==> src/rtl/calc1_req_driver_if.sv <==
// Host, calc1 request/response and result signals of one calc1_req_driver.
// The master side feeds transactions and plays calc1; the slave side is the driver.
interface calc1_req_driver_if;
    logic        host_valid;
    logic        host_ready;
    logic [0:3]  host_cmd;
    logic [0:31] host_op1;
    logic [0:31] host_op2;
    logic [0:3]  req_cmd_out;
    logic [0:31] req_data_out;
    logic [0:1]  out_resp_in;
    logic [0:31] out_data_in;
    logic        res_valid;
    logic        res_ready;
    logic [0:1]  res_resp;
    logic [0:31] res_data;
    logic        res_timeout;
    logic [0:7]  stray_cnt;

    modport master (
        output host_valid, host_cmd, host_op1, host_op2,
        output out_resp_in, out_data_in, res_ready,
        input  host_ready, req_cmd_out, req_data_out,
        input  res_valid, res_resp, res_data, res_timeout, stray_cnt
    );

    modport slave (
        input  host_valid, host_cmd, host_op1, host_op2,
        input  out_resp_in, out_data_in, res_ready,
        output host_ready, req_cmd_out, req_data_out,
        output res_valid, res_resp, res_data, res_timeout, stray_cnt
    );
endinterface

==> src/rtl/calc1_req_driver.sv <==
// Serializes one host transaction onto a calc1 request port, waits for the
// matching response with a timeout and presents the result to the host.
module calc1_req_driver #(
    parameter int unsigned TIMEOUT_CYCLES = 20
) (
    input  logic               c_clk,
    input  logic               reset,
    calc1_req_driver_if.slave  bus
);

    localparam logic [2:0] IDLE  = 3'd0;
    localparam logic [2:0] SEND1 = 3'd1;
    localparam logic [2:0] SEND2 = 3'd2;
    localparam logic [2:0] WAIT  = 3'd3;
    localparam logic [2:0] DONE  = 3'd4;

    localparam logic [7:0] WAIT_LAST = 8'(TIMEOUT_CYCLES - 1);

    logic [2:0]  state_q,       state_d;
    logic        host_ready_q,  host_ready_d;
    logic [0:3]  req_cmd_q,     req_cmd_d;
    logic [0:31] req_data_q,    req_data_d;
    logic [0:31] op2_q,         op2_d;
    logic [7:0]  wait_q,        wait_d;
    logic        res_valid_q,   res_valid_d;
    logic [0:1]  res_resp_q,    res_resp_d;
    logic [0:31] res_data_q,    res_data_d;
    logic        res_timeout_q, res_timeout_d;
    logic [7:0]  stray_q,       stray_d;
    logic        resp_seen;
    logic        stray_hit;

    assign resp_seen = (bus.out_resp_in != 2'd0);
    // Responses are only expected in SEND2/WAIT; anywhere else they are strays.
    assign stray_hit = resp_seen &&
                       ((state_q == IDLE) || (state_q == SEND1) || (state_q == DONE));

    always_comb begin
        state_d       = state_q;
        host_ready_d  = host_ready_q;
        req_cmd_d     = req_cmd_q;
        req_data_d    = req_data_q;
        op2_d         = op2_q;
        wait_d        = wait_q;
        res_valid_d   = res_valid_q;
        res_resp_d    = res_resp_q;
        res_data_d    = res_data_q;
        res_timeout_d = res_timeout_q;
        stray_d       = stray_q;

        if (stray_hit && (stray_q != 8'hFF)) begin
            stray_d = stray_q + 8'd1;
        end

        case (state_q)
            IDLE: begin
                if (bus.host_valid && host_ready_q) begin
                    host_ready_d = 1'b0;
                    op2_d        = bus.host_op2;
                    if (bus.host_cmd != 4'd0) begin
                        req_cmd_d  = bus.host_cmd;
                        req_data_d = bus.host_op1;
                        state_d    = SEND1;
                    end else begin
                        res_valid_d   = 1'b1;
                        res_resp_d    = 2'd0;
                        res_data_d    = 32'd0;
                        res_timeout_d = 1'b0;
                        state_d       = DONE;
                    end
                end
            end
            SEND1: begin
                req_cmd_d  = 4'd0;
                req_data_d = op2_q;
                state_d    = SEND2;
            end
            SEND2, WAIT: begin
                req_data_d = 32'd0;
                if (resp_seen) begin
                    res_valid_d   = 1'b1;
                    res_resp_d    = bus.out_resp_in;
                    res_data_d    = bus.out_data_in;
                    res_timeout_d = 1'b0;
                    state_d       = DONE;
                end else if (state_q == SEND2) begin
                    wait_d  = 8'd0;
                    state_d = WAIT;
                end else if (wait_q == WAIT_LAST) begin
                    res_valid_d   = 1'b1;
                    res_resp_d    = 2'd0;
                    res_data_d    = 32'd0;
                    res_timeout_d = 1'b1;
                    state_d       = DONE;
                end else begin
                    wait_d = wait_q + 8'd1;
                end
            end
            DONE: begin
                if (bus.res_ready) begin
                    res_valid_d   = 1'b0;
                    res_resp_d    = 2'd0;
                    res_data_d    = 32'd0;
                    res_timeout_d = 1'b0;
                    host_ready_d  = 1'b1;
                    state_d       = IDLE;
                end
            end
            default: begin
                state_d      = IDLE;
                host_ready_d = 1'b1;
            end
        endcase
    end

    always_ff @(posedge c_clk or negedge reset) begin
        if (!reset) begin
            state_q       <= IDLE;
            host_ready_q  <= 1'b1;
            req_cmd_q     <= 4'd0;
            req_data_q    <= 32'd0;
            op2_q         <= 32'd0;
            wait_q        <= 8'd0;
            res_valid_q   <= 1'b0;
            res_resp_q    <= 2'd0;
            res_data_q    <= 32'd0;
            res_timeout_q <= 1'b0;
            stray_q       <= 8'd0;
        end else begin
            state_q       <= state_d;
            host_ready_q  <= host_ready_d;
            req_cmd_q     <= req_cmd_d;
            req_data_q    <= req_data_d;
            op2_q         <= op2_d;
            wait_q        <= wait_d;
            res_valid_q   <= res_valid_d;
            res_resp_q    <= res_resp_d;
            res_data_q    <= res_data_d;
            res_timeout_q <= res_timeout_d;
            stray_q       <= stray_d;
        end
    end

    assign bus.host_ready   = host_ready_q;
    assign bus.req_cmd_out  = req_cmd_q;
    assign bus.req_data_out = req_data_q;
    assign bus.res_valid    = res_valid_q;
    assign bus.res_resp     = res_resp_q;
    assign bus.res_data     = res_data_q;
    assign bus.res_timeout  = res_timeout_q;
    assign bus.stray_cnt    = stray_q;

endmodule
==> src/flat_wrapper.sv <==
// flat-port wrapper written by rule: the top's interface ports become plain ports
module calc1_req_driver_flat 
#(
    parameter int unsigned TIMEOUT_CYCLES = 20
)
  (c_clk, reset, bus_host_valid, bus_host_cmd, bus_host_op1, bus_host_op2, bus_out_resp_in, bus_out_data_in, bus_res_ready, bus_host_ready, bus_req_cmd_out, bus_req_data_out, bus_res_valid, bus_res_resp, bus_res_data, bus_res_timeout, bus_stray_cnt);
  calc1_req_driver_if bus_i ();
  input  logic c_clk;
  input  logic reset;
  input wire logic [$bits(bus_i.host_valid)-1:0] bus_host_valid;
  input wire logic [$bits(bus_i.host_cmd)-1:0] bus_host_cmd;
  input wire logic [$bits(bus_i.host_op1)-1:0] bus_host_op1;
  input wire logic [$bits(bus_i.host_op2)-1:0] bus_host_op2;
  input wire logic [$bits(bus_i.out_resp_in)-1:0] bus_out_resp_in;
  input wire logic [$bits(bus_i.out_data_in)-1:0] bus_out_data_in;
  input wire logic [$bits(bus_i.res_ready)-1:0] bus_res_ready;
  output wire logic [$bits(bus_i.host_ready)-1:0] bus_host_ready;
  output wire logic [$bits(bus_i.req_cmd_out)-1:0] bus_req_cmd_out;
  output wire logic [$bits(bus_i.req_data_out)-1:0] bus_req_data_out;
  output wire logic [$bits(bus_i.res_valid)-1:0] bus_res_valid;
  output wire logic [$bits(bus_i.res_resp)-1:0] bus_res_resp;
  output wire logic [$bits(bus_i.res_data)-1:0] bus_res_data;
  output wire logic [$bits(bus_i.res_timeout)-1:0] bus_res_timeout;
  output wire logic [$bits(bus_i.stray_cnt)-1:0] bus_stray_cnt;
  assign bus_i.host_valid = bus_host_valid;
  assign bus_i.host_cmd = bus_host_cmd;
  assign bus_i.host_op1 = bus_host_op1;
  assign bus_i.host_op2 = bus_host_op2;
  assign bus_i.out_resp_in = bus_out_resp_in;
  assign bus_i.out_data_in = bus_out_data_in;
  assign bus_i.res_ready = bus_res_ready;
  assign bus_host_ready = bus_i.host_ready;
  assign bus_req_cmd_out = bus_i.req_cmd_out;
  assign bus_req_data_out = bus_i.req_data_out;
  assign bus_res_valid = bus_i.res_valid;
  assign bus_res_resp = bus_i.res_resp;
  assign bus_res_data = bus_i.res_data;
  assign bus_res_timeout = bus_i.res_timeout;
  assign bus_stray_cnt = bus_i.stray_cnt;
  calc1_req_driver #(.TIMEOUT_CYCLES(TIMEOUT_CYCLES)) u_core (.c_clk(c_clk), .reset(reset), .bus(bus_i));
endmodule
==> config.mk <==
export PLATFORM = sky130hd
export DESIGN_NAME = calc1_req_driver_flat
export DESIGN_NICKNAME = d
export VERILOG_FILES = /design/src/rtl/calc1_req_driver_if.sv /design/src/rtl/calc1_req_driver.sv /design/src/flat_wrapper.sv
export SDC_FILE = /design/constraint.sdc
export NUM_CORES = 1
export LEC_CHECK = 0
export ABC_CLOCK_PERIOD_IN_PS = 4000
export CAP_MARGIN = 20
export CORE_MARGIN = 10
export CORE_UTILIZATION = 48
export DETAILED_ROUTE_END_ITERATION = 10
export HOLD_SLACK_MARGIN = 0.15
export PLACE_DENSITY = 0.94
export SKIP_CTS_REPAIR_TIMING = 1
export SLEW_MARGIN = 20
export SYNTH_ARGS = -nofsm -noshare
export SYNTH_HDL_FRONTEND = slang
export SYNTH_SLANG_ARGS = --single-unit
==> constraint.sdc <==
create_clock -name c_clk -period 4 [get_ports c_clk]
set_clock_uncertainty 0.15 [all_clocks]
set_input_delay 0.6 -clock c_clk [delete_from_list [all_inputs] [get_ports c_clk]]
set_output_delay 0.6 -clock c_clk [all_outputs]
set_load 0.005 [all_outputs]
* Yosys cells after proc, flatten, opt, wreduce, memory -nomap -nowiden
Cells that the tools add are included.
Word-level totals: output and inout bits 81, bits of input ports 106, logic and storage cells 92, register bits after elaboration 124
Cells by class: reduce and logical (&&, ||, !) cells 20, eq/ne operators 14, $add $sub $neg 2, bitwise gates (word level) 2, muxes and demuxes 43
Operators by type and width (number):
- $mux 32 | 8
- $pmux 32 s3 | 2
- $mux 3 | 6
- $add 8x1->8 const B | 2
- $mux 8 | 2
- $reduce_and 3->1 | 5
- $mux 2 | 6
- $pmux 3 s4 | 1
- $mux 1 | 11
- $pmux 1 s3 | 3
- $eq 8x5->1 const B | 1
- $mux 4 | 2
- $ne 2x2->1 const B | 4
- $ne 8x8->1 const B | 1
- $pmux 4 s2 | 1
- $eq 3x2->1 const B | 2
- $pmux 2 s3 | 1
- $reduce_and 6->1 | 1
- $reduce_bool 3->1 | 2
- $ne 4x1->1 const B | 1
- $reduce_bool 2->1 | 2
- $reduce_bool 4->1 | 1
- $eq 3x1->1 const B | 1
- $eq 3x3->1 const B | 1
- other kinds (10) | 14

* Depth between registers and ports, before layout
Gate-level depths: netlist of the first run.
word-level depth 5, depth in mapped cells 6, depth with buffers taken out 5

* Worst setup path before layout of the first run
No wires, ideal clock.
path type flip-flop to flip-flop, start register u_core.wait_q[0], end register u_core.res_data_q, in the netlist u_core.bus.res_data[0], path buffers 1, arrival 2042 ps, cell stages (with the launch flop) 7, path slack 1687 ps, cell sequence dfrtp_1 ha_1 or4b_4 o41ai_4 nand4_4 buf_6 a22o_1
Between the ends: cells in the longest elaborated chain, start to end 3
Ends and longest elaborated chain:
- start, declared | RTL line calc1_req_driver.sv:24 | logic [7:0] wait_q, wait_d;
- start signal, assigned | RTL line calc1_req_driver.sv:135 | wait_q <= wait_d;
- $eq 8x5->1 | RTL line calc1_req_driver.sv:89 | end else if (wait_q == WAIT_LAST) begin
- $ne 3x1->1 (no source line)
- $reduce_and 6->1 (no source line)
- end signal, assigned | RTL line calc1_req_driver.sv:138 | res_data_q <= res_data_d;
- end, declared | RTL line calc1_req_driver.sv:27 | logic [0:31] res_data_q, res_data_d;
No other way between the ends. A chain may end at the register's enable or synchronous reset.

* Worst setup path in the final report of the first run
start register u_core.wait_q[0], end register u_core.res_valid_q (netlist: u_core.bus.res_valid)
Between the ends: cells in the longest elaborated chain, start to end 3
Ends and longest elaborated chain:
- $eq 8x5->1 | RTL line calc1_req_driver.sv:89
- $ne 3x1->1 (no source line)
- $reduce_and 6->1 (no source line)
- end signal, assigned | RTL line calc1_req_driver.sv:136 | res_valid_q <= res_valid_d;
- end, declared | RTL line calc1_req_driver.sv:25 | logic res_valid_q, res_valid_d;
No other way between the ends.

==> results.md, run 1 <==
- Status: completed
- # setup viols final: 0
- Starting Density: 48.6%
- Main synth FF type: dfrtp_1
- Reg clk slew, reported paths: 0.06 ns
- Synth Instances: 379
- Peak VDD IR: 394 uV
- CP max FO: 36
- Minimum clock period: 2.92 ns
- Hold Path Class: register to register
- Mapped cell area: 5250 um2
- Die Height: 125 um
- Num ports: 187
- Critical Path AT: 3.18 ns
- Worst path required time: 4.25 ns
- YS warnings: 0
- TritonCTS buffer count: 17
- DRC viols: 0
- Post-Route WL: 15.2 mm
- Reg2reg setup slack: 1.08 ns
- Most frequent cells after synthesis: dfrtp_1, mux2_2, a22o_1
- Crit end category: register
- Footprint of the multi-input gates: 2040 um2
- Number of synthesized flops with an enable pin: 0
- Cell taking the most area after synthesis: dfrtp_1
- Register area: 3100 um2
- PD cells: 816 nW/um2
- Row count: 38
- Port buffer count: 186
- Final GP Congestion: 0.857
- Layout cell share with drive strength beyond 1: 21.1%
- First-pass GRT wire length: 24.6 mm
- Fill count: 700
- Max Clock Freq: 342 MHz
- Drt first-iter violations: 248
- Synthesis-to-finish area growth: 49.3%
- Detailed Routing Iterations Pass 1: 5
- Post-route setup TNS: 0 ns
- Die area: 15500 um2
- Number of nets in the layout: 675
- Crit start category: register
- Leakage: 3.38 nW
- Die extent in x: 125 um
- Clock Sink Count: 124
- Vias in the first global route: 4493
- Setup CP Type: register to register
- Max-cap viol count: 0
- Overall Global Routing Usage: 19.4%
- Rel. slew slack: 47.6%
- Flop and latch count out of synthesis: 124
- Sequential fraction of the synthesis area: 59.2%
- Unique masters post-synth: 46
- Yosys top cell area share: 58.7%
- CTS tree: yes
- Crit-path cells: ha_1, or4b_4, o41ai_4, nand4_4, mux2_2
- Tcrit/Tclk final: 73.1%
- DR vias/cell: 5.58
- Vias: 4011
- Largest net degree at the start of global routing: 66
- Ant. Diodes: 0
- Core Box Area: 10800 um2
- Wire per inst: 21.1 um
- Fin util: 72.6%
- Final non-filler cell total: 719
- Count leader, synth: dfrtp_1
- Routed Antenna Nets: 0
- Htree depth: 4
- Synth area leaders: dfrtp_1, mux2_2, a22o_1
- Slew Viols, Final: 0
- Syn Area/Cell: 13.8 um2
- Placed cell count: 687
- Worst skew pair latency: 0.52 ns
- Antenna violations before repair: 0
- HPWL Detailed: 11.0 mm
- Fin. Hold Viols: 0
- RSZ-0062 raised after global routing: no
- Worst-case clock buffer depth: 2
- Delay of the slowest critical-path stage: 0.54 ns
- Syn Nets: 487
- Root Driver: clkbuf_8
- CP max-delay cell: nand4_4
- Worst-margin pin slew: 0.782 ns
- Async SR Flop Fraction: 100%
- Overflow after GRT: 0
[path summary, 6_finish.rpt]
path,to,startpoint,cells after the start
max,u_core.bus.res_valid,u_core.wait_q[0],5
min,u_core.bus.res_data[16],u_core.bus.res_data[16],1
max reg2reg,u_core.bus.res_valid,u_core.wait_q[0],5
min reg2reg,u_core.bus.res_data[16],u_core.bus.res_data[16],1
max in group asynchronous,u_core.bus.host_ready,reset,3
min in group asynchronous,u_core.op2_q[13],reset,2
[routing by layer]
metal / track usage, % / part of all wire [%] / vias to the layer above
met1: 20.9 / 38 / 2038
met5: 0 / 0 / -
li1: - / - / 1801
met2: 32.7 / 51 / 148
met3: 8.94 / 9.1 / 24
met4: 7.47 / 2.2 / 0
[through the flow]
step                      instance area [um2]  hold slack, ns  total power [mW]  setup WS, ns
after global routing                     7830           0.365              6.74         0.899
after floorplan                          5250           0.154              3.60          1.69
after global placement                   7240           0.330              4.75         0.968
after CTS                                7820          0.0149              6.45          1.08
after detailed placement                 7240           0.337              4.90         0.849
final                                    7830           0.349              6.39          1.08
[logic make-up after synthesis]
logic type      Yosys count  share of synthesized area [%]
flops                   124                           59.2
compound gates           87                           14.2
mux                      72                           15.4
simple gates             56                           6.53
buf+inv                  27                           2.43
xor+xnor                 11                           1.84
fa+ha+maj                 2                          0.477
[worst max-delay path, delay by kind of cell (launching register included)]
kind,cells,cell delay [ns]
flops,1,0.45
simple gates,2,1.04
fa+ha+maj,1,0.25
compound gates,1,0.45
mux,1,0.45
[layout make-up]
type	instances	area share (%)
sequential	124	39.6
multi-input combinational	228	26.0
timing repair buffer	192	24.5
clock buffer	20	5.56
tap	140	2.24
clock inverter	11	1.85
inverter	4	0.192
[where the power goes]
part | internal [mW] | total (mW) | switching (mW)
Clock | 0.959 | 1.51 | 0.553
Sequential | 1.85 | 2.27 | 0.421
Combinational | 1.60 | 2.61 | 1.01
Total | 4.41 | 6.39 | 1.98
[state kept, by name, summed over array words and instances (netlist names)]
| signal | cells |
|---|---|
| u_core.bus.host_ready | 1 |
| u_core.bus.req_cmd_out | 4 |
| u_core.bus.req_data_out | 32 |
| u_core.bus.res_data | 32 |
| u_core.bus.res_resp | 2 |
| u_core.bus.res_timeout | 1 |
| u_core.bus.res_valid | 1 |
| u_core.bus.stray_cnt | 8 |
| u_core.op2_q | 32 |
| u_core.state_q | 3 |
| u_core.wait_q | 8 |
[cell usage in the layout, fill, tap and decap left out, drive strengths merged, types with 3 or more instances in the layout]
master         count
a21oi              4
clkinvlp           3
nor3               4
nor2b              6
clkbuf            20
clkinv             5
xor2               5
a22o              67
buf                6
nand2              7
nand3              4
inv                4
and3               5
mux2              70
bufinv             3
dfrtp            123
nor2               9
o21ai              5
clkdlybuf4s50    185
xnor2              6
nand4              6
No activity file was read; power rests on OpenSTA's default activity.
==> inputs of run 2 (changes only) <==
ABC_CLOCK_PERIOD_IN_PS = 2500   (was 4000)
CORE_UTILIZATION = 41   (was 48)
PLACE_DENSITY = 0.86   (was 0.94)
clock period = 2.5 ns   (was 4 ns; I/O delays follow)
==> results.md, run 2 (synthesized netlist as in run 1, its figures left out) <==
- Max Clock Freq: 424 MHz
- CP max-delay cell: or4b_4
- Non-Filler Cell Area, Final: 8000 um2
- DR vias/cell: 5.23
- Leakage: 3.46 nW
- Final Power: 10.4 mW
- DP Area: 7390 um2
- Slew Viols, Final: 0
- Delay of the slowest critical-path stage: 0.50 ns
- Layout cell share with drive strength beyond 1: 22.1%
- Reg clk slew, reported paths: 0.05 ns
- Final WS setup: 0.142 ns
- Post-route setup TNS: 0 ns
- Clock Sink Count: 124
- TritonCTS buffer count: 17
- RSZ-0062 raised after global routing: no
- Crit end category: register
- Detailed Routing Iterations Pass 1: 4
- M1 GR Usage: 18.0%
- Worst path required time: 2.64 ns
- Worst slack at placement: 0.0861 ns
- Worst-case clock buffer depth: 2
- Rel. slew slack: 56.0%
- Vias in the first global route: 4604
- Commonest cells after routing, fill and taps aside: clkdlybuf4s50_1, dfrtp_1, mux2_2
- Setup CP Type: register to register
- Starting Density: 41.8%
- Number of nets in the layout: 684
- Critical Path AT: 2.49 ns
- Num ports: 187
- Port buffer count: 186
- Met3 GRT Util: 7.11%
- Antenna violations before repair: 0
- FF-to-FF path depth: 6
- Worst skew pair latency: 0.40 ns
- Drt first-iter violations: 148
- Worst r2r src: u_core.wait_q[0]
- Fin. Hold Viols: 0
- Crit start category: register
- Ant. Diodes: 0
- DRC viols: 0
- Peak VDD IR: 645 uV
- Die extent in x: 133 um
- Worst-margin pin slew: 0.660 ns
- Wire per inst: 19.7 um
- Vias: 3979
- Post-Route WL: 15.0 mm
- GRT Max-Usage Layer: met2
- HPWL Detailed: 11.1 mm
- Largest net degree at the start of global routing: 51
- Routed Antenna Nets: 0
- Overflow after GRT: 0
- First-pass GRT wire length: 24.3 mm
- R2r endpoint: u_core.bus.res_data[31]
- Root Driver: clkbuf_16
- CP max FO: 34
- Synthesis-to-finish area growth: 52.5%
- Core Box Area: 12600 um2
- Final GP Congestion: 0.789
- PD cells: 1300 nW/um2
- Met2 usage: 29.6%
- Hold Path Class: primary input to async pin
- Reg2reg setup slack: 0.14 ns
- Tcrit/Tclk final: 94.3%
- Status: completed
- Final non-filler cell total: 761
- Minimum clock period: 2.36 ns
- Overall Global Routing Usage: 16.9%
- Die Height: 133 um
- Max-cap viol count: 0
- Row count: 41
- # setup viols final: 0
- Placed cell count: 728
- Crit-path cells: ha_1, or4b_4, o41ai_4, nand4_4, buf_12, a22o_2
- Die area: 17700 um2
- Commonest non-fill, non-tap cell in the layout: clkdlybuf4s50_1
- Htree depth: 4
- CTS tree: yes
[run 2: changes by cell type in the layout (fill, tap and decap cells not counted), sizes merged]
cell | previous run | this run
buf | 6 | 15
clkbuf | 20 | 25
clkinv | 5 | 4
clkinvlp | 3 | 0
[run 2: cell type report]
cell class,instances,area [um2]
Fill cell,959,4560
Clock inverter,7,110
Sequential cell,124,3100
Tap cell,172,215
Timing Repair Buffer,201,2020
Inverter,4,15.0
Multi-Input combinational cell,228,2040
Clock buffer,25,495
[run 2: where the power goes]
| part | switching [mW] | internal, mW |
|---|---|---|
| Combinational | 1.68 | 2.67 |
| Clock | 0.831 | 1.67 |
| Sequential | 0.594 | 2.97 |
| Total | 3.11 | 7.30 |
[run 2: worst max-delay path by stage]
| stage | start | end | slack, ns | cells past startpoint |
|---|---|---|---|---|
| final | u_core.wait_q[0] | u_core.bus.res_data[31] | 0.14 | 6 |
| after global routing | u_core.wait_q[0] | u_core.bus.res_data[29] | 0.06 | 6 |
| after CTS | u_core.wait_q[0] | u_core.bus.res_data[31] | 0.16 | 6 |
| after detailed placement | bus_host_cmd[1] | u_core.bus.req_data_out[17] | 0.09 | 6 |
| after global placement | bus_host_cmd[1] | u_core.bus.req_data_out[8] | 0.11 | 6 |
| after floorplan | u_core.wait_q[0] | u_core.bus.res_data[20] | 0.19 | 6 |
[run 2: layer usage]
metal	up-vias	share of wire, %
li1	1821	-
met3	24	8.0
met2	129	51
met1	2005	38
met5	-	0
met4	0	2.0
[run 2: metrics by stage]
stage	util (%)	hold WS, ns
final	63.7	0.274
after global routing	63.7	0.301
after CTS	63.6	-0.269
after detailed placement	58.8	0.165
after global placement	58.8	0.153
after floorplan	-	-0.0706
[run 2: worst max-delay path: cells and delay by family (launching register included)]
kind | cells | cell delay [ns]
and+or+nand+nor | 2 | 0.67
AOI/OAI and AO/OA | 2 | 0.53
DFF | 1 | 0.43
adders and majority gates | 1 | 0.24
buffers and inverters | 1 | 0.21
